<file path="config.mk">
export PLATFORM = sky130hd
export DESIGN_NAME = forwarding_hazard_unit
export DESIGN_NICKNAME = d
export VERILOG_FILES = /design/src/rtl/forwarding_hazard_unit.sv
export SDC_FILE = /design/constraint.sdc
export NUM_CORES = 1
export LEC_CHECK = 0
export ABC_AREA = 1
export CORE_ASPECT_RATIO = 1.25
export CORE_UTILIZATION = 40
export DETAILED_ROUTE_END_ITERATION = 12
export PLACE_DENSITY_LB_ADDON = 0.1
export SYNTH_ARGS = -nofsm -noshare
export SYNTH_HDL_FRONTEND = slang
export SYNTH_SLANG_ARGS = --single-unit
</file>
<file path="constraint.sdc">
create_clock -name i_Clock -period 3.93 [get_ports i_Clock]
set_clock_uncertainty 0.15 [all_clocks]
set_input_delay 0.786 -clock i_Clock [delete_from_list [all_inputs] [get_ports i_Clock]]
set_output_delay 0.786 -clock i_Clock [all_outputs]
set_load 0.1 [all_outputs]
</file>
<file path="src/rtl/forwarding_hazard_unit.sv">
// rtl/forwarding_hazard_unit.sv - operand-bypass select and load-use stall controller for a 5-stage pipeline
//
// Purpose:
//   Tracks the destination registers of the instructions in the EX, MEM and WB
//   slots and, for the instruction currently in ID, works out where each source
//   operand should come from once that instruction reaches EX. The selects are
//   registered on the edge that moves the instruction into EX. A load sitting in
//   EX whose result is needed by the ID instruction raises a one-cycle stall.
//
// Ports:
//   i_Clock          clock, rising edge
//   i_Reset          asynchronous active-low reset
//   i_IssueValid     ID holds a valid instruction that wants to enter EX
//   i_IssueRs1/Rs2   source register specifiers of the ID instruction
//   i_IssueUsesRs1/2 the ID instruction actually reads rs1 / rs2
//   i_IssueRd        destination register of the ID instruction
//   i_IssueRegWrite  the ID instruction writes rd
//   i_IssueIsLoad    the ID instruction is a load (result only from WB)
//   i_Flush          squash the ID instruction and the EX slot
//   o_SelRs1/2       operand mux selects for the instruction in EX
//                    00 regfile, 01 MEM ALU result, 10 WB result, 11 retire latch
//   o_Stall          hold IF/ID this cycle; a bubble is inserted into EX

module forwarding_hazard_unit #(
    parameter int REG_ADDR_WIDTH   = 5,
    parameter int ZERO_REG_FORWARD = 0
) (
    input  logic                      i_Clock,
    input  logic                      i_Reset,
    input  logic                      i_IssueValid,
    input  logic [REG_ADDR_WIDTH-1:0] i_IssueRs1,
    input  logic [REG_ADDR_WIDTH-1:0] i_IssueRs2,
    input  logic                      i_IssueUsesRs1,
    input  logic                      i_IssueUsesRs2,
    input  logic [REG_ADDR_WIDTH-1:0] i_IssueRd,
    input  logic                      i_IssueRegWrite,
    input  logic                      i_IssueIsLoad,
    input  logic                      i_Flush,
    output logic [1:0]                o_SelRs1,
    output logic [1:0]                o_SelRs2,
    output logic                      o_Stall
);

    localparam logic [1:0] SEL_RF  = 2'b00;
    localparam logic [1:0] SEL_MEM = 2'b01;
    localparam logic [1:0] SEL_WB  = 2'b10;
    localparam logic [1:0] SEL_RET = 2'b11;

    // Shadow scoreboard. Only the EX slot needs the load flag: a load that has
    // already reached MEM can be bypassed from WB next cycle without stalling.
    logic                      ex_valid_q,  ex_valid_d;
    logic [REG_ADDR_WIDTH-1:0] ex_rd_q,     ex_rd_d;
    logic                      ex_rw_q,     ex_rw_d;
    logic                      ex_load_q,   ex_load_d;
    logic                      mem_valid_q, mem_valid_d;
    logic [REG_ADDR_WIDTH-1:0] mem_rd_q,    mem_rd_d;
    logic                      mem_rw_q,    mem_rw_d;
    logic                      wb_valid_q,  wb_valid_d;
    logic [REG_ADDR_WIDTH-1:0] wb_rd_q,     wb_rd_d;
    logic                      wb_rw_q,     wb_rw_d;

    logic [1:0] sel_rs1_q, sel_rs1_d;
    logic [1:0] sel_rs2_q, sel_rs2_d;

    logic m1_ex, m1_mem, m1_wb;
    logic m2_ex, m2_mem, m2_wb;
    logic stall;
    logic issue_accept;

    function automatic logic producer_match(
        input logic                      valid,
        input logic                      regwrite,
        input logic [REG_ADDR_WIDTH-1:0] rd,
        input logic [REG_ADDR_WIDTH-1:0] rs,
        input logic                      uses
    );
        producer_match = valid & regwrite & uses & (rd == rs) &
                         ((ZERO_REG_FORWARD != 0) || (rs != '0));
    endfunction

    // Youngest producer wins: it holds the most recent value of the register.
    function automatic logic [1:0] pick_sel(
        input logic hit_ex,
        input logic hit_mem,
        input logic hit_wb
    );
        if (hit_ex) begin
            pick_sel = SEL_MEM;
        end else if (hit_mem) begin
            pick_sel = SEL_WB;
        end else if (hit_wb) begin
            pick_sel = SEL_RET;
        end else begin
            pick_sel = SEL_RF;
        end
    endfunction

    always_comb begin
        m1_ex  = producer_match(ex_valid_q,  ex_rw_q,  ex_rd_q,  i_IssueRs1, i_IssueUsesRs1);
        m1_mem = producer_match(mem_valid_q, mem_rw_q, mem_rd_q, i_IssueRs1, i_IssueUsesRs1);
        m1_wb  = producer_match(wb_valid_q,  wb_rw_q,  wb_rd_q,  i_IssueRs1, i_IssueUsesRs1);
        m2_ex  = producer_match(ex_valid_q,  ex_rw_q,  ex_rd_q,  i_IssueRs2, i_IssueUsesRs2);
        m2_mem = producer_match(mem_valid_q, mem_rw_q, mem_rd_q, i_IssueRs2, i_IssueUsesRs2);
        m2_wb  = producer_match(wb_valid_q,  wb_rw_q,  wb_rd_q,  i_IssueRs2, i_IssueUsesRs2);

        // producer_match already folds in valid and regwrite; flush overrides.
        stall = i_IssueValid & ~i_Flush & ex_load_q & (m1_ex | m2_ex);

        issue_accept = i_IssueValid & ~stall & ~i_Flush;
    end

    always_comb begin
        ex_valid_d = issue_accept;
        ex_rd_d    = i_IssueRd;
        ex_rw_d    = i_IssueRegWrite;
        ex_load_d  = i_IssueIsLoad;

        // The instruction leaving EX on a flush is on the wrong path; it must
        // never become a forwarding source.
        mem_valid_d = ex_valid_q & ~i_Flush;
        mem_rd_d    = ex_rd_q;
        mem_rw_d    = ex_rw_q;

        wb_valid_d = mem_valid_q;
        wb_rd_d    = mem_rd_q;
        wb_rw_d    = mem_rw_q;

        sel_rs1_d = SEL_RF;
        sel_rs2_d = SEL_RF;
        if (issue_accept) begin
            sel_rs1_d = pick_sel(m1_ex, m1_mem, m1_wb);
            sel_rs2_d = pick_sel(m2_ex, m2_mem, m2_wb);
        end
    end

    always_ff @(posedge i_Clock or negedge i_Reset) begin
        if (!i_Reset) begin
            ex_valid_q  <= 1'b0;
            ex_rd_q     <= '0;
            ex_rw_q     <= 1'b0;
            ex_load_q   <= 1'b0;
            mem_valid_q <= 1'b0;
            mem_rd_q    <= '0;
            mem_rw_q    <= 1'b0;
            wb_valid_q  <= 1'b0;
            wb_rd_q     <= '0;
            wb_rw_q     <= 1'b0;
            sel_rs1_q   <= SEL_RF;
            sel_rs2_q   <= SEL_RF;
        end else begin
            ex_valid_q  <= ex_valid_d;
            ex_rd_q     <= ex_rd_d;
            ex_rw_q     <= ex_rw_d;
            ex_load_q   <= ex_load_d;
            mem_valid_q <= mem_valid_d;
            mem_rd_q    <= mem_rd_d;
            mem_rw_q    <= mem_rw_d;
            wb_valid_q  <= wb_valid_d;
            wb_rd_q     <= wb_rd_d;
            wb_rw_q     <= wb_rw_d;
            sel_rs1_q   <= sel_rs1_d;
            sel_rs2_q   <= sel_rs2_d;
        end
    end

    assign o_SelRs1 = sel_rs1_q;
    assign o_SelRs2 = sel_rs2_q;
    assign o_Stall  = stall;

endmodule

</file>
==> results of run 1 <==
## power groups by stage
stage | clock (uW) | combinational, uW | sequential (uW)
floorplan | 0 | 43.5 | 292
global placement | 0 | 85.3 | 294
detailed placement | 0 | 85.5 | 295
CTS | 181 | 86.2 | 289
global route | 189 | 94.7 | 291
finish | 171 | 85.0 | 289
## kinds of logic (layout without fill, tap and decap cells)
family / after synthesis / count (layout) / share of synthesized area
flops: 26 / 26 / 0.484
simple gates: 93 / 93 / 0.306
xor+xnor: 17 / 17 / 0.111
buf+inv: 25 / 57 / 0.0698
compound gates: 8 / 8 / 0.0298
## sequential cells by signal (all words and copies together) (netlist names)
name and count:
wb_valid_q 1, ex_load_q 1, wb_rd_q 5, ex_rd_q 5, o_SelRs1 2, ex_rw_q 1, ex_valid_q 1, wb_rw_q 1
mem_rd_q 5, mem_rw_q 1, o_SelRs2 2, mem_valid_q 1
## through the flow
step	hold slack (ns)	setup WS (ns)	area [um^2]
2_1_floorplan	0.204	1.09	1350
3_3_place_gp	0.209	0.754	1680
3_5_place_dp	0.214	0.744	1680
4_1_cts	0.235	0.729	1730
5_1_grt	0.246	0.620	1730
6_report	0.230	0.751	1730
## cell usage in the layout, fill, tap and decap left out, types with 2 or more instances in the layout
master,instances
o21ai_0,2
nand3_1,4
dfrtp_1,26
nand4_1,3
nor2_2,9
nor2_1,21
inv_2,6
clkbuf_8,4
a21oi_1,6
xnor2_1,16
nand2_4,3
nand2_1,51
nand2_2,2
clkdlybuf4s50_1,26
inv_1,19
## Yosys cell counts
library cell   n  area, um^2
dfrtp_1       26         651
nand2_4        3        33.8
nand2_1       51         191
inv_2          6        22.5
nor2_1        21        78.8
nor2_2         9        56.3
o21ai_0        2        10.0
inv_1         19        71.3
a21oi_1        6        30.0
nand2_2        2        12.5
xor2_1         1        8.76
nand3_1        4        20.0
xnor2_1       16         140
nand4_1        3        18.8
## final timing paths
path                               startpoint     endpoint  slack (ns)
worst max-delay path            i_IssueRs1[0]      o_Stall        0.75
worst min-delay path                 mem_rw_q      wb_rw_q        0.23
worst max register to register     ex_rd_q[4]  o_SelRs2[0]        2.47
worst min register to register       mem_rw_q      wb_rw_q        0.23
max in group asynchronous             i_Reset      wb_rw_q        2.65
min in group asynchronous             i_Reset  mem_rd_q[4]        0.73
## routing by layer
metal / track usage / wire length [um] / up-vias
met1: 0.228 / 1200 / 471
met3: 0.0274 / 100 / 4
li1: - / - / 573
met4: 0.0691 / 37 / 0
met5: 0 / 0 / -
met2: 0.321 / 1430 / 26
## cell type report
cell class,count,area [um^2]
Fill cell,296,1460
Sequential cell,26,651
Multi-Input combinational cell,118,601
Timing Repair Buffer,28,288
Inverter,25,93.8
Clock buffer,4,55.1
Tap cell,37,46.3
==> reports/metrics.cfg, run 1 <==
[status]
outcome=finished clean

[placed_design]
io_buffers=27
hpwl_mm=2.29
gp_congestion=0.865
placed_cells=234

[floorplan]
initial_core_util=0.421
die_h_um=66.8
num_rows=23
dieWidth_um=53.9
ios=28
core-area_um2=3190
die-area_um2=3600

[detailed_routing]
via_per_inst=4.51
first_iter_violations=24
routed_wl_mm=2.78
ant_nets=0
vias=1074
drcViolationCount=0
drtPass1Iterations=4
post_drt_wl_per_cell_um=11.7

[clock_tree]
tritoncts=yes
cts-root-buf=clkbuf_8
clockBufferDepth=2
cts_buffers=3
cts_sinks=26
cts_setup_buffers=0
cts_hold_buf=0
cts-resized-gates=0
cts.htree.levels=1
cts.reportedPaths.clkPinSlew_ns=0.09
insertion_delay_ns=0.27

[synthesis]
synth_seq_area_share=0.484
synth_seq_cells=26
yosysUniqueCellTypes=14
yosysWarnings=0
syn_area_per_cell_um2=7.96
syn-num-nets=192
synth_cells=169
syn_area_um2=1350

[power_and_ir_drop]
design_power_total_uw=545
ir_drop_v=0.000254
sequentialPowerShare=0.530
p_leak_uw=0.000846
power-per-cell-area_nw_per_um2=314
power_frac_comb=0.156
p_switching_uw=135
swShare=0.247
pwr-share-clk=0.314
p_int_uw=411

[critical_path]
slowest_delay_ns=0.50
path_max_fanout=4
critical_path_class=input pin to output pin
cp_data_arrival_time_ns=2.24
cp_slowest_cell=clkdlybuf4s50_1
cp_cell_sequence=clkdlybuf4s50_1 -> nor2_1 -> nand2_1 -> nor2_2 -> nor2_1 -> nand2_2 -> nand2_2 -> nand2_4 -> inv_1 -> buf_12
path_depth=10
critPathLaunchType=input pin
r2r_cells=8
required_ns=2.99
cp_top_family=buffers and inverters
path_buf_inv=3
end_kind=output pin

[sta]
min_period_over_period=0.809
slew_viol_final=0
worst_slew_pin_slew_ns=0.961
tns_ns=0
rsz0062_at_grt=no
slew_headroom=0.358
setup_viol=0
fin_crit_ns=3.18
clock.fmax_ghz=0.315
finalHoldViolCount=0

[final_layout]
drive_above_1_share=0.129
layout.cells.non_filler=238
area_growth_pct=28.9
fin_util=0.543
num-nets-final=225
diodes=0

[job]
cap_violations=0

[grt]
grt_overflow=0
antenna_found_initial=0
grt_pass1_wl_mm=4.66
grt_pass1_vias=1035
grtUsageTotal=0.187
grt_max_degree=27

[min_path]
hold_class=register to register
hold_path_depth=0

(Power assumes the default switching activity.)
==> run 2: changes to the inputs <==
==> constraint.sdc (replaced) <==
create_clock -name i_Clock -period 3.1 [get_ports i_Clock]
set_clock_uncertainty 0.15 [all_clocks]
set_input_delay 0.62 -clock i_Clock [delete_from_list [all_inputs] [get_ports i_Clock]]
set_output_delay 0.62 -clock i_Clock [all_outputs]
set_load 0.1 [all_outputs]
==> run 2 against run 1 <==
Die area unchanged. Critical path type unchanged. Highest routed layer unchanged. Design area decreased by 1.4%. Flip-flop and latch count unchanged. Critical path depth decreased by 1. Cell count decreased by 0.42%. Sequential power increased by 27%. Sequential share of layout area increased by 0.52 points. Worst hold slack got worse by 0.00071 ns. Power increased by 22%. First-iteration DRC count decreased by 17%. Global-route usage decreased by 0.32 points. Critical endpoint unchanged. Utilization decreased by 0.74 points.
==> reports/metrics.cfg, run 2 (same netlist as run 1, synthesis figures left out) <==
[status]
outcome=finished clean

[clock_tree]
cts-root-buf=clkbuf_8
cts_sinks=26
cts.htree.levels=1
insertion_delay_ns=0.26
cts-resized-gates=0
tritoncts=yes
cts.reportedPaths.clkPinSlew_ns=0.08
cts_buffers=3
cts_hold_buf=0
clockBufferDepth=2
cts_setup_buffers=0

[grt]
grt_pass1_wl_mm=4.60
grt_overflow=0
grtUsageTotal=0.184
grt_max_degree=27
antenna_found_initial=0
grt_pass1_vias=1089

[detailed_routing]
vias=1101
post_drt_wl_per_cell_um=12.0
routed_wl_mm=2.84
ant_nets=0
first_iter_violations=20
via_per_inst=4.65
drcViolationCount=0
drtPass1Iterations=4

[final_layout]
drive_above_1_share=0.145
area_growth_pct=27.2
diodes=0
layout_common_cells=nand2_1, dfrtp_1, clkdlybuf4s50_1
layout_commonest_cell=nand2_1
top_regs=ex_rd_q: 5 flops, mem_rd_q: 5 flops, wb_rd_q: 5 flops
layout.cells.non_filler=237
num-nets-final=225

[critical_path]
reg2reg_to=o_SelRs1[0]
cp_data_arrival_time_ns=2.09
critPathLaunchType=input pin
path_max_fanout=4
r2r_setup_slack_ns=1.63
crit-reg2reg-launch=ex_rd_q[1]
end_kind=output pin
critical_path_class=input pin to output pin
r2r_cells=8
required_ns=2.33

[floorplan]
dieWidth_um=53.9
ios=28
num_rows=23
core-area_um2=3190
initial_core_util=0.421
die_h_um=66.8
die-area_um2=3600

[sta]
finalHoldViolCount=0
min_period_over_period=0.922
tns_ns=0
rsz0062_at_grt=no
slew_headroom=0.784
fin_crit_ns=2.86
worst_slew_pin_slew_ns=0.325
slew_viol_final=0
setup_viol=0
clock.fmax_ghz=0.350

[power_and_ir_drop]
p_leak_uw=0.000847
ir_drop_v=0.000332
power-per-cell-area_nw_per_um2=388

[placed_design]
io_buffers=27
gp_congestion=0.860
hpwl_mm=2.33
placed_cells=234

[min_path]
hold_path_depth=0
min-delay-start=mem_rw_q
holdPathEnd=wb_rw_q
hold_class=register to register

[job]
cap_violations=0

-- run 2: changes by cell type in the layout (fill, tap and decap cells not counted) --
cell             change
buf_4                +4
clkdlybuf4s50_1      -4
clkbuf_8             -1
-- run 2: layer usage --
layer | vias up | track usage | share of wire
met4 | 0 | 0.0855 | 0.018
met5 | - | 0 | 0
met1 | 505 | 0.202 | 0.42
li1 | 567 | - | -
met3 | 4 | 0.0274 | 0.033
met2 | 25 | 0.330 | 0.53
-- run 2: how the worst max path moves through the flow --
stage / to / slack [ns] / startpoint
6_report: o_Stall / 0.24 / i_IssueRs2[1]
3_3_place_gp: o_Stall / 0.24 / i_IssueRs2[0]
5_1_grt: o_Stall / 0.13 / i_IssueRs1[4]
4_1_cts: o_Stall / 0.23 / i_IssueRs2[0]
2_1_floorplan: o_Stall / 0.59 / i_IssueRs2[4]
3_5_place_dp: o_Stall / 0.23 / i_IssueRs2[0]
-- run 2: metrics by stage --
step / utilization / hold WS [ns] / cell area (um^2) / total power, uW / setup WS, ns
detailed placement: 0.523 / 0.214 / 1670 / 483 / 0.233
global placement: 0.523 / 0.209 / 1670 / 480 / 0.243
global route: 0.535 / 0.251 / 1710 / 697 / 0.126
finish: 0.535 / 0.229 / 1710 / 663 / 0.242
floorplan: - / 0.174 / 1350 / 425 / 0.588
CTS: 0.535 / 0.234 / 1710 / 671 / 0.231
-- run 2: worst max-delay path, stage by stage --
cell and delay [ns]:
clkdlybuf4s50_1 0.57, xnor2_1 0.15, nand2_1 0.09, nor2_1 0.16
nand2_4 0.08, nand2_2 0.09, nand2_4 0.06, inv_1 0.10
buf_12 0.18
-- run 2: area by class of cell --
class / count / area (um^2)
clock buffer: 3 / 41.3
tap: 37 / 46.3
sequential: 26 / 651
multi-input combinational: 118 / 601
fill: 315 / 1480
timing repair buffer: 28 / 278
inverter: 25 / 93.8
-- run 2: power breakdown --
part | switching, uW | internal, uW
clock network | 101 | 87.0
registers | 13.1 | 353
logic | 54.6 | 53.8
total | 169 | 494
